==> config.mk <==
export PLATFORM = sky130hd
export DESIGN_NAME = clk_div_prog_flat
export DESIGN_NICKNAME = d
export VERILOG_FILES = /design/src/rtl/clk_div_prog_if.sv /design/src/rtl/clk_div_prog.sv /design/src/flat_wrapper.sv
export SDC_FILE = /design/constraint.sdc
export NUM_CORES = 1
export LEC_CHECK = 0
export CAP_MARGIN = 20
export CORE_MARGIN = 2
export CORE_UTILIZATION = 30
export DETAILED_ROUTE_END_ITERATION = 8
export GPL_TIMING_DRIVEN = 0
export PLACE_DENSITY = 0.45
export SLEW_MARGIN = 20
export SYNTH_ARGS = -nofsm -noshare
export SYNTH_HDL_FRONTEND = slang
export SYNTH_SLANG_ARGS = --single-unit
==> constraint.sdc <==
create_clock -name i_clk -period 2.2 [get_ports i_clk]
set_clock_uncertainty 0.05 [all_clocks]
set_input_delay 0.44 -clock i_clk [delete_from_list [all_inputs] [get_ports i_clk]]
set_output_delay 0.44 -clock i_clk [all_outputs]
set_load 0.05 [all_outputs]
==> src/rtl/clk_div_prog_if.sv <==
`default_nettype none
// ============================================================================
//  Module   : clk_div_prog_if
//  Purpose  : Control/status bundle for the programmable clock divider.
//             The master side drives enable and configuration writes; the
//             slave side (the divider) returns the divided clock, the
//             period-start tick and the configuration status flags.
//  Signals  : en          - 1: count, 0: freeze counter and outputs
//             cfg_we      - one-cycle pulse, capture cfg_div/cfg_high
//             cfg_div     - requested period in i_clk cycles (W bits)
//             cfg_high    - requested high time in i_clk cycles (W bits)
//             out_clk     - divided clock, registered
//             tick        - one-cycle pulse on the first cycle of a period
//             cfg_pending - shadow config waiting for the next period wrap
//             cfg_err     - one-cycle pulse, last written config was clamped
//  Revision : 1.0 - initial release
// ============================================================================
interface clk_div_prog_if #(
    parameter int W = 8
);
    logic         en;
    logic         cfg_we;
    logic [W-1:0] cfg_div;
    logic [W-1:0] cfg_high;
    logic         out_clk;
    logic         tick;
    logic         cfg_pending;
    logic         cfg_err;

    modport master (
        output en, cfg_we, cfg_div, cfg_high,
        input  out_clk, tick, cfg_pending, cfg_err
    );

    modport slave (
        input  en, cfg_we, cfg_div, cfg_high,
        output out_clk, tick, cfg_pending, cfg_err
    );
endinterface
`default_nettype wire

==> src/rtl/clk_div_prog.sv <==
`default_nettype none
// ============================================================================
//  Module   : clk_div_prog
//  Purpose  : Runtime-programmable integer clock divider with programmable
//             high time. out_clk has a period of div_act i_clk cycles and is
//             high for the first high_act of them. New configuration lands in
//             a shadow register and is only promoted to the active set at a
//             period boundary, so the output never glitches.
//  Ports    : i_clk - clock (single domain)
//             rst   - synchronous active-high reset
//             bus   - clk_div_prog_if.slave (en, cfg_we, cfg_div, cfg_high in;
//                     out_clk, tick, cfg_pending, cfg_err out)
//  Params   : W        - counter/config width, max period 2^W-1
//             DEF_DIV  - period after reset, 1..2^W-1
//             DEF_HIGH - high time after reset, 0..DEF_DIV
//             W must match the W of the connected interface instance.
//  Revision : 1.0 - initial release
// ============================================================================
module clk_div_prog #(
    parameter int W        = 8,
    parameter int DEF_DIV  = 8,
    parameter int DEF_HIGH = 4
) (
    input wire             i_clk,
    input wire             rst,
    clk_div_prog_if.slave  bus
);

    localparam logic [W-1:0] c_def_div  = W'(DEF_DIV);
    localparam logic [W-1:0] c_def_high = W'(DEF_HIGH);
    // Counter parks on the last cycle of a period so that the first enabled
    // edge after reset is a wrap and starts a clean period.
    localparam logic [W-1:0] c_def_cnt  = W'(DEF_DIV - 1);

    // ------------------------------------------------------------------------
    // State
    // ------------------------------------------------------------------------
    logic [W-1:0] r_cnt;
    logic [W-1:0] r_div_act;
    logic [W-1:0] r_high_act;
    logic [W-1:0] r_div_sh;
    logic [W-1:0] r_high_sh;
    logic         r_out_clk;
    logic         r_tick;
    logic         r_pending;
    logic         r_err;

    // ------------------------------------------------------------------------
    // Combinational helpers
    // ------------------------------------------------------------------------
    logic [W-1:0] w_div_cl;
    logic [W-1:0] w_high_cl;
    logic         w_clamp;
    logic [W:0]   w_cnt_inc;
    logic         w_wrap;

    // Clamp the requested config: a zero period becomes 1, and a high time
    // longer than the (clamped) period is cut to the period.
    always_comb begin
        w_div_cl  = bus.cfg_div;
        w_high_cl = bus.cfg_high;
        w_clamp   = 1'b0;
        if (bus.cfg_div == '0) begin
            w_div_cl = W'(1);
            w_clamp  = 1'b1;
        end
        if (bus.cfg_high > w_div_cl) begin
            w_high_cl = w_div_cl;
            w_clamp   = 1'b1;
        end
    end

    // One extra bit so cnt+1 cannot overflow when the period is 2^W-1.
    always_comb begin
        w_cnt_inc = {1'b0, r_cnt} + (W+1)'(1);
        w_wrap    = bus.en && (w_cnt_inc == {1'b0, r_div_act});
    end

    // ------------------------------------------------------------------------
    // Sequential
    // ------------------------------------------------------------------------
    always_ff @(posedge i_clk) begin
        if (rst) begin
            r_cnt      <= c_def_cnt;
            r_div_act  <= c_def_div;
            r_high_act <= c_def_high;
            r_div_sh   <= c_def_div;
            r_high_sh  <= c_def_high;
            r_out_clk  <= 1'b0;
            r_tick     <= 1'b0;
            r_pending  <= 1'b0;
            r_err      <= 1'b0;
        end else begin
            r_err <= bus.cfg_we && w_clamp;

            if (bus.cfg_we) begin
                r_div_sh  <= w_div_cl;
                r_high_sh <= w_high_cl;
            end

            // A write on the wrap edge itself is not consumed by that wrap,
            // so the write takes priority and the flag stays set.
            if (bus.cfg_we) begin
                r_pending <= 1'b1;
            end else if (w_wrap) begin
                r_pending <= 1'b0;
            end

            if (w_wrap) begin
                // Promote the shadow as it was before this edge.
                r_cnt      <= '0;
                r_div_act  <= r_div_sh;
                r_high_act <= r_high_sh;
                r_out_clk  <= (r_high_sh != '0);
                r_tick     <= 1'b1;
            end else if (bus.en) begin
                r_cnt     <= w_cnt_inc[W-1:0];
                r_out_clk <= (w_cnt_inc < {1'b0, r_high_act});
                r_tick    <= 1'b0;
            end else begin
                // Frozen: counter, clock level and active config hold.
                r_tick <= 1'b0;
            end
        end
    end

    assign bus.out_clk     = r_out_clk;
    assign bus.tick        = r_tick;
    assign bus.cfg_pending = r_pending;
    assign bus.cfg_err     = r_err;

endmodule
`default_nettype wire

==> src/flat_wrapper.sv <==
// flat-port wrapper written by rule: the top's interface ports become plain ports
module clk_div_prog_flat 
#(
    parameter int W        = 8,
    parameter int DEF_DIV  = 8,
    parameter int DEF_HIGH = 4
)
  (i_clk, rst, bus_en, bus_cfg_we, bus_cfg_div, bus_cfg_high, bus_out_clk, bus_tick, bus_cfg_pending, bus_cfg_err);
  clk_div_prog_if #(.W(W)) bus_i ();
  input wire i_clk;
  input wire rst;
  input wire logic [$bits(bus_i.en)-1:0] bus_en;
  input wire logic [$bits(bus_i.cfg_we)-1:0] bus_cfg_we;
  input wire logic [$bits(bus_i.cfg_div)-1:0] bus_cfg_div;
  input wire logic [$bits(bus_i.cfg_high)-1:0] bus_cfg_high;
  output wire logic [$bits(bus_i.out_clk)-1:0] bus_out_clk;
  output wire logic [$bits(bus_i.tick)-1:0] bus_tick;
  output wire logic [$bits(bus_i.cfg_pending)-1:0] bus_cfg_pending;
  output wire logic [$bits(bus_i.cfg_err)-1:0] bus_cfg_err;
  assign bus_i.en = bus_en;
  assign bus_i.cfg_we = bus_cfg_we;
  assign bus_i.cfg_div = bus_cfg_div;
  assign bus_i.cfg_high = bus_cfg_high;
  assign bus_out_clk = bus_i.out_clk;
  assign bus_tick = bus_i.tick;
  assign bus_cfg_pending = bus_i.cfg_pending;
  assign bus_cfg_err = bus_i.cfg_err;
  clk_div_prog #(.W(W), .DEF_DIV(DEF_DIV), .DEF_HIGH(DEF_HIGH)) u_core (.i_clk(i_clk), .rst(rst), .bus(bus_i));
endmodule
==> impl_metrics.json, run 1 <==
{
  "synth_ff_type": "dfxtp_1",
  "max_cap_viol_count": 0,
  "muxShareOfSynthArea_pct": 3.025,
  "core_area_um2": 8636,
  "synth_edf_count": 0,
  "grt_first_pass_wirelength_um": 13100,
  "synth_top_family_by_area": "compound AO/OA/AOI/OAI gates",
  "p_seq_share_pct": 32.4,
  "drive_gt1_share_pct": 29.44,
  "grt_max_degree": 16,
  "hpwl_um": 5623,
  "drtAntennaViolNets": 0,
  "wl_per_cell_um": 17.23,
  "grt_usage_pct": 17.09,
  "synth_top_area_cell": "dfxtp_1",
  "ios": 24,
  "synth_xor_area_share_pct": 6.522,
  "synthTopCellsByArea": "dfxtp_1, ha_1, a21oi_1",
  "htreeDepth": 2,
  "drt_iter0_markers": 108,
  "synthSimpleGateAreaFrac_pct": 19.28,
  "violations": "negative setup slack",
  "crit_fanout": 6,
  "start_util_pct": 30.66,
  "p_leak_uw": 0.001384,
  "path_clk_slew_ns": 0.10,
  "p_per_area_nw_per_um2": 749.9,
  "synthMostInstantiatedCell": "dfxtp_1",
  "routed_via_density": 5.335,
  "hp-class": "input pin to flop",
  "setup_ws_ns": -0.06397,
  "synth_top_area_share_pct": 33.27,
  "dpl_cell_area_um2": 3030,
  "crit_arrival_ns": 2.38,
  "synthArstFlopShare_pct": 0,
  "fp.dieW_um": 97.94,
  "p_int_uw": 1727,
  "fin_util_pct": 43.45,
  "clk_latency_ns": 0.30,
  "rsz0062_at_grt": "true",
  "run_status": "finished with violations",
  "synth_compound_area_share_pct": 21.93,
  "sw_frac_of_total_pct": 38.62,
  "synthTopCellsByCount": "dfxtp_1, a21oi_1, inv_1",
  "cp_cell_sequence": "ha_4 -> xor2_2 -> nor4_2 -> o311ai_2 -> a221o_1 -> buf_6 -> buf_4 -> o31ai_1 -> a21oi_1",
  "numClockSinks": 44,
  "hold_viol": 0,
  "synth-adder-area-share_pct": 7.561,
  "syn_area_per_cell_um2": 8.540,
  "vias": 2497,
  "pwr-share-comb_pct": 44.5,
  "diodes": 0,
  "fin_area_um2": 3752,
  "yosysUniqueCellTypes": 46,
  "cpPeakStageDelay_ns": 0.36,
  "synth_seq_area_share_pct": 33.27,
  "setup_viol": 18,
  "cts_buffer_depth": 2,
  "die_area_um2": 9592,
  "gp_congestion": 0.8110,
  "die_h_um": 97.94,
  "start_kind": "flop",
  "grt_antenna_before_repair": 0,
  "endpoint_kind": "flop",
  "drc": 0,
  "dr.pass1.iters": 4,
  "clkPwrFrac_pct": 23.1,
  "yosys_warnings": 0,
  "syn_nets": 346,
  "crit_slowest_cell": "dfxtp_4",
  "hold_buffers": 0,
  "tightest_slew_ns": 0.6326,
  "grt_overflow": 0,
  "numCtsBuffers": 5,
  "slew_headroom_pct": 57.83,
  "layout.nets": 395,
  "required_ns": 2.32,
  "min_period_ns": 2.264,
  "portBuffers": 22,
  "netlist_area_um2": 2648,
  "drv_slew": 0,
  "grt_pass1_vias": 2568,
  "synthCells": 310,
  "fp-row-count": 34,
  "root_buffer": "clkbuf_8",
  "routed_wl_um": 8064,
  "final.period_utilization_pct": 102.9,
  "synth_seq_cells": 44,
  "cts_tree": "built",
  "syn2layout_area_growth_pct": 41.73,
  "switchingPower_uw": 1087,
  "max_freq_mhz": 441.7,
  "fill_cells": 857,
  "irDropWorstVdd_v": 0.0002941,
  "critical_path_class": "flop to flop"
}
==> cell families (layout without fill, tap and decap cells) <==
logic type / count (synthesis) / count (layout)
muxes: 8 / 8
adders and majority gates: 16 / 16
xor gates and xnor gates: 18 / 18
AOI/OAI and AO/OA: 82 / 82
and+or+nand+nor: 97 / 97
DFF: 44 / 44
buffers and inverters: 45 / 95
==> cell type report <==
class	instances	area, um^2	area share (%)
Buffer	20	168.9	4.501
Clock buffer	5	68.82	1.834
Clock inverter	3	47.55	1.267
Inverter	23	90.09	2.401
Multi-Input combinational cell	221	1942	51.75
Sequential cell	44	893.4	23.81
Tap cell	108	135.1	3.601
Timing Repair Buffer	44	406.6	10.84
==> path summary, 6_finish.rpt <==
path | from | to | slack, ns | cells after the start
setup reg to reg | u_core.r_cnt[1] | u_core.r_div_act[1] | -0.06 | 9
hold reg to reg | u_core.r_high_act[4] | u_core.r_high_act[4] | 0.43 | 2
setup / recovery | u_core.r_cnt[1] | u_core.r_div_act[1] | -0.06 | 9
hold / removal | bus_en | u_core.r_cnt[1] | 0.39 | 3
==> cell usage in the layout, fill, tap and decap left out, types with 7 or more instances in the layout <==
cell,netlist,layout
nand3_1,11,8
nand4_1,19,19
a21oi_1,26,19
buf_6,5,12
nand2_1,20,19
a21oi_2,0,7
clkdlybuf4s50_1,0,14
nor2_1,20,16
o31ai_4,0,8
buf_4,2,18
dfxtp_1,44,40
mux2i_1,8,7
xnor2_1,9,8
inv_1,22,22
ha_1,16,15
==> power groups by stage <==
stage	combinational (uW)	clock, uW	sequential (uW)
floorplan	603	0	950
global placement	884	0	929
detailed placement	883	0	929
CTS	1090	672	907
global route	1350	704	919
finish	1250	651	911
==> worst max-delay path, delay by kind of cell, from the launching register on <==
| kind | cells | cell delay, ns |
|---|---|---|
| compound gates | 4 | 0.77 |
| flops | 1 | 0.36 |
| buf+inv | 2 | 0.29 |
| simple gates | 1 | 0.27 |
| fa+ha+maj | 1 | 0.26 |
| xor+xnor | 1 | 0.14 |
==> layer usage <==
metal / vias up / GRT usage, % / wire [um]
met5: - / 0 / 0
met3: 14 / 2.362 / 194
met1: 1214 / 22.19 / 3719
li1: 1228 / - / -
met4: 0 / 5.556 / 192
met2: 41 / 29.24 / 3958
==> state kept, by name (all words and copies together) (netlist names) <==
signal	cells
u_core.bus.cfg_err	1
u_core.bus.cfg_pending	1
u_core.bus.out_clk	1
u_core.bus.tick	1
u_core.r_cnt	8
u_core.r_div_act	8
u_core.r_div_sh	8
u_core.r_high_act	8
u_core.r_high_sh	8
==> what timing repair did <==
action | 4_1_cts | 5_1_grt
gates cloned | 0 | 1
pin swaps | 29 | 15
buffers inserted | 16 | 5
resized for setup | 61 | 45
setup endpoints to repair | 36 | 35
==> per-stage QoR <==
step	hold slack (ns)	setup WS, ns	TNS, ns	total power, uW	std cells
2_1_floorplan	0.3910	-0.04081	-0.04081	1553	310
3_3_place_gp	0.4092	-1.167	-19.87	1813	440
3_5_place_dp	0.4153	-1.157	-20.40	1812	440
4_1_cts	0.3861	-0.06462	-1.071	2669	462
5_1_grt	0.4261	-0.1789	-3.482	2972	468
6_report	0.3920	-0.06397	-0.7043	2814	468
Note: power is estimated with default switching activity, not from simulation.
==> run 2, diff against run 1 <==
Settings changed: CELL_PAD_IN_SITES_DETAIL_PLACEMENT from default to 0, CELL_PAD_IN_SITES_GLOBAL_PLACEMENT from default to 1, PLACE_DENSITY 0.45 to 0.62.
==> impl_metrics.json, run 2 (same netlist as run 1, synthesis figures left out) <==
{
  "grt_antenna_before_repair": 0,
  "hold_depth": 3,
  "drv_slew": 0,
  "drive_gt1_share_pct": 33.51,
  "endpoint_kind": "flop",
  "pre_cts_slack_ns": -1.084,
  "fin_area_um2": 3835,
  "run_status": "finished with violations",
  "placedCellCount": 440,
  "tightest_slew_ns": 0.6504,
  "fp-row-count": 34,
  "multi_input_area_um2": 1912,
  "start_kind": "flop",
  "p_per_area_nw_per_um2": 735.8,
  "drtAntennaViolNets": 0,
  "fin_cells": 487,
  "mostFrequentLayoutCells": "buf_4, dfxtp_1, inv_1",
  "crit_arrival_ns": 2.49,
  "fill_cells": 874,
  "die_area_um2": 9592,
  "clk_latency_ns": 0.31,
  "syn2layout_area_growth_pct": 44.85,
  "path_clk_slew_ns": 0.10,
  "final.period_utilization_pct": 107.4,
  "routed_via_density": 5.230,
  "cp_cell_sequence": "xor3_1 -> nor4_4 -> o311ai_4 -> a221o_1 -> buf_6 -> buf_4 -> o31ai_2 -> a21oi_1",
  "cts_buffer_depth": 2,
  "hold_viol": 0,
  "max_freq_mhz": 423.1,
  "htreeDepth": 2,
  "wl_per_cell_um": 17.10,
  "gp_congestion": 0.7771,
  "fp.dieW_um": 97.94,
  "portBuffers": 22,
  "diodes": 0,
  "critical_path_class": "flop to flop",
  "core_area_um2": 8636,
  "ios": 24,
  "start_util_pct": 30.66,
  "crit_fanout": 6,
  "vias": 2547,
  "routed_wl_um": 8327,
  "violations": "negative setup slack",
  "hold_slack_ns": 0.3917,
  "crit_slowest_cell": "xor3_1",
  "hpwl_um": 5579,
  "drc": 0,
  "grt_usage_pct": 17.49,
  "cpPeakStageDelay_ns": 0.43,
  "setup_ws_ns": -0.1636,
  "total_power_uw": 2822,
  "rsz0062_at_grt": "true",
  "grt_pass1_vias": 2654,
  "irDropWorstVdd_v": 0.0003591,
  "grt_overflow": 0,
  "die_h_um": 97.94,
  "reg2reg_depth": 8,
  "min_period_ns": 2.364,
  "dr.pass1.iters": 4,
  "ff_latch_area_um2": 894.6,
  "max_cap_viol_count": 0,
  "required_ns": 2.32,
  "setup_viol": 26,
  "drt_iter0_markers": 51,
  "layout.nets": 414,
  "dpl_cell_area_um2": 3030,
  "grt_max_degree": 16,
  "numClockSinks": 44,
  "numCtsBuffers": 5,
  "slew_headroom_pct": 56.64,
  "hp-class": "input pin to flop",
  "p_leak_uw": 0.001480,
  "grt_first_pass_wirelength_um": 13480,
  "root_buffer": "clkbuf_8",
  "cts_tree": "built"
}
run 2: final cells by class:
type	count	share of cell area [%]
multi-input combinational	221	49.85
sequential	44	23.33
timing repair buffer	63	13.90
buffer	20	4.144
tap	108	3.524
inverter	23	2.251
clock buffer	5	1.794
clock inverter	3	1.207
run 2: per-layer routing:
layer  vias to the layer above  GRT usage (%)  share of wire (%)
met1                      1217          22.30                 47
met3                         9          2.362                2.6
met4                         0          5.128                1.3
met5                         -              0                  0
met2                        42          30.77                 49
li1                       1279              -                  -
run 2: timing repair:
| action | 4_1_cts | 5_1_grt |
|---|---|---|
| pin swaps | 25 | 25 |
| buffers inserted | 34 | 6 |
| hold buffers | 0 | 0 |
| endpoints found under the setup margin | 36 | 35 |
| resized for setup | 63 | 45 |
| cloned | 1 | 0 |
run 2: final timing paths:
kind                             from              endpoint  slack, ns
hold reg to reg    u_core.r_div_sh[2]   u_core.r_div_act[2]       0.43
setup / recovery  u_core.r_div_act[2]  u_core.r_high_act[7]      -0.16
setup reg to reg  u_core.r_div_act[2]  u_core.r_high_act[7]      -0.16
hold / removal                 bus_en       u_core.r_cnt[1]       0.39
run 2: report_power, final:
part / total, uW / internal (uW) / switching, uW
sequential: 912 / 860 / 51.6
clock: 657 / 343 / 315
combinational: 1250 / 539 / 714
total: 2820 / 1740 / 1080
run 2: through the flow:
step | util (%) | TNS, ns
6_report | 44.41 | -3.737
5_1_grt | 44.41 | -6.548
4_1_cts | 42.58 | -3.786
3_5_place_dp | 35.09 | -24.01
3_3_place_gp | 35.09 | -22.60
2_1_floorplan | - | -0.04081
run 2: worst max-delay path, delay by kind of cell (launching register included):
kind / cells / cell delay [ns]
AOI/OAI and AO/OA: 4 / 0.75
DFF: 1 / 0.35
xor gates and xnor gates: 1 / 0.43
and+or+nand+nor: 1 / 0.34
buffers and inverters: 2 / 0.30
==> run 3, diff against run 2 <==
Settings changed: ABC_CLOCK_PERIOD_IN_PS from default to 2200.
==> results of run 3 <==
No change in the layout: final DEF, timing and power equal those of run 2.
